File: src/rtl/ro_event_decoder.sv
// Readout-bus event decoder: tracks the gray-tree slot schedule and queues timestamped event words.
// Latency: 1 cycle from the sampling edge to head visibility on an empty FIFO.
// Backpressure: valid/ready on the head; a push into a full FIFO without a pop is dropped and counted.

module ro_event_fifo #(
    parameter int DEPTH = 8,
    parameter int W     = 8
) (
    input  logic                       clk,
    input  logic                       rst_n,
    input  logic                       in_vld,
    input  logic [W-1:0]               in_dat,
    output logic                       out_vld,
    input  logic                       out_rdy,
    output logic [W-1:0]               out_dat,
    output logic [$clog2(DEPTH):0]     level,
    output logic                       drop
);
    localparam int AW = $clog2(DEPTH);
    localparam int LW = AW + 1;

    logic [W-1:0]  mem [DEPTH];
    logic [AW-1:0] wr_ptr;
    logic [AW-1:0] rd_ptr;
    logic          full;
    logic          do_push;
    logic          do_pop;

    assign out_vld = (level != '0);
    assign full    = (level == LW'(DEPTH));
    assign do_pop  = out_vld & out_rdy;
    // A full FIFO still takes a push when the head leaves in the same cycle.
    assign do_push = in_vld & (~full | do_pop);
    assign drop    = in_vld & full & ~do_pop;
    assign out_dat = mem[rd_ptr];

    always_ff @(posedge clk) begin
        if (do_push) begin
            mem[wr_ptr] <= in_dat;
        end
    end

    always_ff @(posedge clk or negedge rst_n) begin
        if (!rst_n) begin
            wr_ptr <= '0;
            rd_ptr <= '0;
            level  <= '0;
        end else begin
            if (do_push) begin
                wr_ptr <= wr_ptr + AW'(1);
            end
            if (do_pop) begin
                rd_ptr <= rd_ptr + AW'(1);
            end
            case ({do_push, do_pop})
                2'b10:   level <= level + LW'(1);
                2'b01:   level <= level - LW'(1);
                default: level <= level;
            endcase
        end
    end
endmodule

module ro_event_decoder #(
    parameter int N_CH       = 10,
    parameter int FIFO_DEPTH = 8,
    parameter int TS_W       = 16
) (
    input  logic                          clk_master,
    input  logic                          rstb,
    input  logic                          en,
    input  logic [1:0]                    read_out_I,
    input  logic [1:0]                    read_out_Q,
    output logic                          evt_valid,
    input  logic                          evt_ready,
    output logic [3:0]                    evt_ch,
    output logic [3:0]                    evt_bits,
    output logic [TS_W-1:0]               evt_ts,
    output logic [$clog2(FIFO_DEPTH):0]   fifo_level,
    output logic                          overflow,
    output logic [7:0]                    drop_cnt
);
    typedef struct packed {
        logic [3:0]      ch;
        logic [3:0]      bits;
        logic [TS_W-1:0] ts;
    } evt_t;

    logic [N_CH-1:0] cnt;
    logic [TS_W-1:0] ts;
    logic [3:0]      slot_ch;
    logic            slot_idle;
    logic            cap_vld;
    evt_t            cap_dat;
    evt_t            head_dat;
    logic            drop;

    // Slot owner is the bit that toggles on the gray step cnt -> cnt+1.
    always_comb begin
        logic run;
        slot_ch = '0;
        run     = 1'b1;
        for (int i = 0; i < N_CH; i++) begin
            if (run && cnt[i]) begin
                slot_ch = slot_ch + 4'd1;
            end else begin
                run = 1'b0;
            end
        end
    end

    assign slot_idle = &cnt;

    always_ff @(posedge clk_master or negedge rstb) begin
        if (!rstb) begin
            cnt <= '0;
            ts  <= '0;
        end else begin
            ts <= ts + TS_W'(1);
            if (en) begin
                cnt <= cnt + N_CH'(1);
            end
        end
    end

    always_ff @(posedge clk_master or negedge rstb) begin
        if (!rstb) begin
            cap_vld <= 1'b0;
            cap_dat <= '0;
        end else begin
            cap_vld <= en & ~slot_idle & (read_out_I[0] | read_out_Q[0]);
            if (en && !slot_idle) begin
                cap_dat.ch   <= slot_ch;
                cap_dat.ts   <= ts;
                cap_dat.bits <= {read_out_Q[1] & read_out_Q[0], read_out_Q[0],
                                 read_out_I[1] & read_out_I[0], read_out_I[0]};
            end
        end
    end

    ro_event_fifo #(
        .DEPTH (FIFO_DEPTH),
        .W     ($bits(evt_t))
    ) u_fifo (
        .clk     (clk_master),
        .rst_n   (rstb),
        .in_vld  (cap_vld),
        .in_dat  (cap_dat),
        .out_vld (evt_valid),
        .out_rdy (evt_ready),
        .out_dat (head_dat),
        .level   (fifo_level),
        .drop    (drop)
    );

    // Storage is not reset, so the head fields are forced to zero while empty.
    assign evt_ch   = evt_valid ? head_dat.ch   : '0;
    assign evt_bits = evt_valid ? head_dat.bits : '0;
    assign evt_ts   = evt_valid ? head_dat.ts   : '0;

    always_ff @(posedge clk_master or negedge rstb) begin
        if (!rstb) begin
            overflow <= 1'b0;
            drop_cnt <= '0;
        end else if (drop) begin
            overflow <= 1'b1;
            if (drop_cnt != 8'hFF) begin
                drop_cnt <= drop_cnt + 8'd1;
            end
        end
    end
endmodule

File: config.mk
export PLATFORM = sky130hd
export DESIGN_NAME = ro_event_decoder
export DESIGN_NICKNAME = d
export VERILOG_FILES = /design/src/rtl/ro_event_decoder.sv
export SDC_FILE = /design/constraint.sdc
export NUM_CORES = 1
export LEC_CHECK = 0
export ABC_AREA = 1
export CAP_MARGIN = 20
export CORE_ASPECT_RATIO = 0.7
export CORE_UTILIZATION = 50
export DETAILED_ROUTE_END_ITERATION = 12
export DONT_BUFFER_PORTS = 1
export PLACE_DENSITY = 0.74
export SYNTH_ARGS = -nofsm -noshare
export SYNTH_HDL_FRONTEND = slang
export SYNTH_SLANG_ARGS = --single-unit
File: constraint.sdc
create_clock -name clk_master -period 4 [get_ports clk_master]
set_clock_uncertainty 0.15 [all_clocks]
set_input_delay 0.4 -clock clk_master [delete_from_list [all_inputs] [get_ports clk_master]]
set_output_delay 0.4 -clock clk_master [all_outputs]
set_load 0.02 [all_outputs]
==> flow_metrics.env <==
export IMPL_outcome="finished, final reports clean"
export IMPL_critPathLaunch="cnt[1]"
export IMPL_fillerInstances=1691
export IMPL_instances_no_fill=1379
export IMPL_yosys_warnings=0
export IMPL_syn_cell_area_sq_mm=0.01127
export IMPL_antenna_cells=0
export IMPL_r2r_end="cap_dat[21]"
export IMPL_routedWlPerCell_um=18.19
export IMPL_grt_overflow=0
export IMPL_cp_required_ns=4.27
export IMPL_r2r_start="cnt[1]"
export IMPL_fin_crit_sh=0.9757
export IMPL_synth_edf_count=192
export IMPL_die_area_sq_mm=0.02316
export IMPL_core_sq_mm=0.02190
export IMPL_async_flop_share=0.2672
export IMPL_drv_cap=0
export IMPL_wl_mm=25.09
export IMPL_dp_hpwl_mm=14.12
export IMPL_cp_slowest_cell="dfrtp_2"
export IMPL_grt_pass1_vias=7310
export IMPL_regArea_sq_mm=0.007522
export IMPL_finalPower_mw=10.32
export IMPL_place_congestion=0.8895
export IMPL_cts_root_buffer="clkbuf_16"
export IMPL_max_freq_mhz=256.2
export IMPL_worst_path_stages=25
export IMPL_power_density_mw_per_mm2=783.5
export IMPL_io_pin_count=46
export IMPL_final_min_clock_period_ns=3.903
export IMPL_final_common_cell="edfxtp_1"
export IMPL_syn_inst=1027
export IMPL_nets=1103
export IMPL_vias=7723
export IMPL_critical_path_buf_inv_count=2
export IMPL_tightest_slew_ns=1.096
export IMPL_antenna_found_initial=0
export IMPL_cts_tree="done"
export IMPL_h_tree_depth=1
export IMPL_path_delay_family="simple AND/OR/NAND/NOR gates"
export IMPL_synth_cell_type_count=36
export IMPL_cpMostUsedCell="nand2_2"
export IMPL_rows=45
export IMPL_io_buffers=0
export IMPL_syn_nets=1052
export IMPL_grt_usage=0.2173
export IMPL_area_growth_pct=16.86
export IMPL_ant_nets=0
export IMPL_reg2reg_slack_ns=0.1
export IMPL_finalMaxSlewViolations=0
export IMPL_min_path_type="in2reg"
export IMPL_ff2ff_path_depth=25
export IMPL_dr_pass1_iters=7
export IMPL_final_util=0.6014
export IMPL_synth_ff_type="edfxtp_1"
export IMPL_clock_sinks=262
export IMPL_multiInputGateArea_sq_mm=0.003557
export IMPL_fin_tns_setup_ns=0
export IMPL_clk_pin_slew_ns=0.06
export IMPL_cts_made_buffers=25
export IMPL_via_per_inst=5.600
export IMPL_grt_pass1_wl_mm=39.48
export IMPL_placed_cells=1321
export IMPL_layout_common_cells="192 x edfxtp_1, 171 x nor2_1, 140 x o21ai_0, 125 x nand2_1, 66 x dfrtp_1"
export IMPL_synth_seq_cells=262
export IMPL_die_w_um=181.5
export IMPL_initialDrtViolationCount=643
export IMPL_finalSetupViolCount=0
export IMPL_endpoint="cap_dat[21]"
export IMPL_drive_gt1_frac=0.1696
export IMPL_cts_buffer_depth=3
export IMPL_arrival_ns=4.17
export IMPL_relSlewSlack=0.2694
export IMPL_yosysSeqAreaShare=0.6670
export IMPL_cp_start_kind="register"
export IMPL_die_y_um=127.6
export IMPL_start_util=0.5146
export IMPL_synth_avg_cell_area_sq_um=10.97
export IMPL_grt_max_degree=99
export IMPL_min_from="evt_ready"
export IMPL_vdd_drop_max_uv=459.9
export IMPL_path_max_fanout=5
export IMPL_end_kind="register"
export IMPL_hold_viol_final=0
export IMPL_clkLatencyLatePin_ns=0.54
export IMPL_p_leak_nw=5.150
export IMPL_cp_slowest_stage_delay_ns=0.45
export IMPL_worstSetupPathType="reg2reg"
export IMPL_route_detailed_drc=0
[flip-flops by register name, summed over array words and instances, names as in the netlist]
register and flops:
u_fifo.mem 192, u_fifo.wr_ptr 3, cap_dat 24, overflow 1, u_fifo.level 4, drop_cnt 8, cap_vld 1, ts 16
cnt 10, u_fifo.rd_ptr 3
[cell type report]
class | instances | area share
clock buffers | 34 | 0.05310
flip-flops and latches | 262 | 0.5711
well taps | 282 | 0.02679
clock inverters | 12 | 0.01425
multi-input cells | 651 | 0.2701
repair buffers | 68 | 0.04474
inverters | 70 | 0.01995
[how the worst min path moves through the flow]
stage	to	slack (ns)	cells after the start
2_1_floorplan	cap_dat[0]	-0.05	0
3_3_place_gp	cnt[0]	-0.04	0
5_1_grt	u_fifo.rd_ptr[2]	0.03	4
3_5_place_dp	cnt[0]	-0.04	0
4_1_cts	u_fifo.rd_ptr[2]	0.009	4
6_report	u_fifo.rd_ptr[1]	0.03	4
[through the flow]
step	hold slack, ns	cell area [sq um]	setup slack (ns)
2_1_floorplan	-0.04559	11270	0.01251
3_3_place_gp	-0.04401	11940	-0.004528
3_5_place_dp	-0.04428	11940	-0.2177
4_1_cts	0.009435	12990	0.01351
5_1_grt	0.03020	13170	-0.06991
6_report	0.02641	13170	0.09738
[Yosys cell counts (2+ instances only)]
cell type,count,area share
clkinv_1,2,0.00067
xnor2_1,4,0.0031
edfxtp_1,192,0.51
nand3_2,7,0.0062
o22ai_1,24,0.013
nand4_1,5,0.0028
nor2_1,180,0.060
o21ai_0,141,0.063
nor2_4,4,0.0040
nor4_1,2,0.0011
a21oi_1,4,0.0018
nor2_2,2,0.0011
dfrtp_1,70,0.16
o21ai_1,4,0.0018
nand2_1,139,0.046
clkbuf_1,40,0.013
a31oi_1,25,0.014
nand2_4,2,0.0020
inv_2,3,0.0010
inv_1,65,0.022
nand3_1,32,0.014
ha_1,16,0.018
xor2_1,31,0.024
or2_2,3,0.0017
buf_1,3,0.0010
nor3_1,7,0.0031
nand2_2,11,0.0061
[cells by family (layout without fill, tap and decap cells)]
group	Yosys count	count (layout)	share of synthesized area
adders and majority gates	17	17	0.01954
DFF	262	262	0.6670
AOI/OAI and AO/OA	200	200	0.09481
and+or+nand+nor	399	399	0.1534
xor gates and xnor gates	35	35	0.02720
buffers and inverters	114	184	0.03808
[worst register-to-register path, stage by stage, from the launching register on]
cell and delay (ns):
dfrtp_2 0.45, ha_4 0.21, nand2_4 0.06, buf_4 0.14
nand2_2 0.09, nand2_2 0.07, inv_1 0.11, ha_4 0.21
or2_4 0.24, nand2_2 0.07, nand2_1 0.08, nand3_2 0.08
nand3_2 0.08, nand2_2 0.10, ha_4 0.20, or2_4 0.24
nand2_1 0.07, nand2_1 0.06, nand3_2 0.08, nand2_2 0.08
ha_4 0.28, nand2_1 0.06, o21ai_2 0.08, ha_2 0.29
o21ai_1 0.12, o21ai_1 0.09
[metal layers]
| metal | vias up | track usage | wire length [um] |
|---|---|---|---|
| li1 | 3641 | - | - |
| met1 | 3743 | 0.3169 | 11220 |
| met2 | 289 | 0.3446 | 11580 |
| met3 | 50 | 0.03050 | 1718 |
| met4 | 0 | 0.05932 | 563 |
| met5 | - | 0 | 0 |
[power breakdown]
part           total, mW  internal (mW)  switching (mW)
sequential          3.62           3.34           0.279
combinational       4.17           1.50            2.67
clock               2.53           1.50            1.03
total               10.3           6.34            3.98
[timing repair]
action / CTS / global route
pin swaps: 3 / 20
setup buffers: 1 / 3
endpoints found under the setup margin: 3 / 3
hold buffers: 8 / 0
resized for setup: 13 / 37
hold endpoints to repair: 82 / 0
No activity file was read; power rests on OpenSTA's default activity.
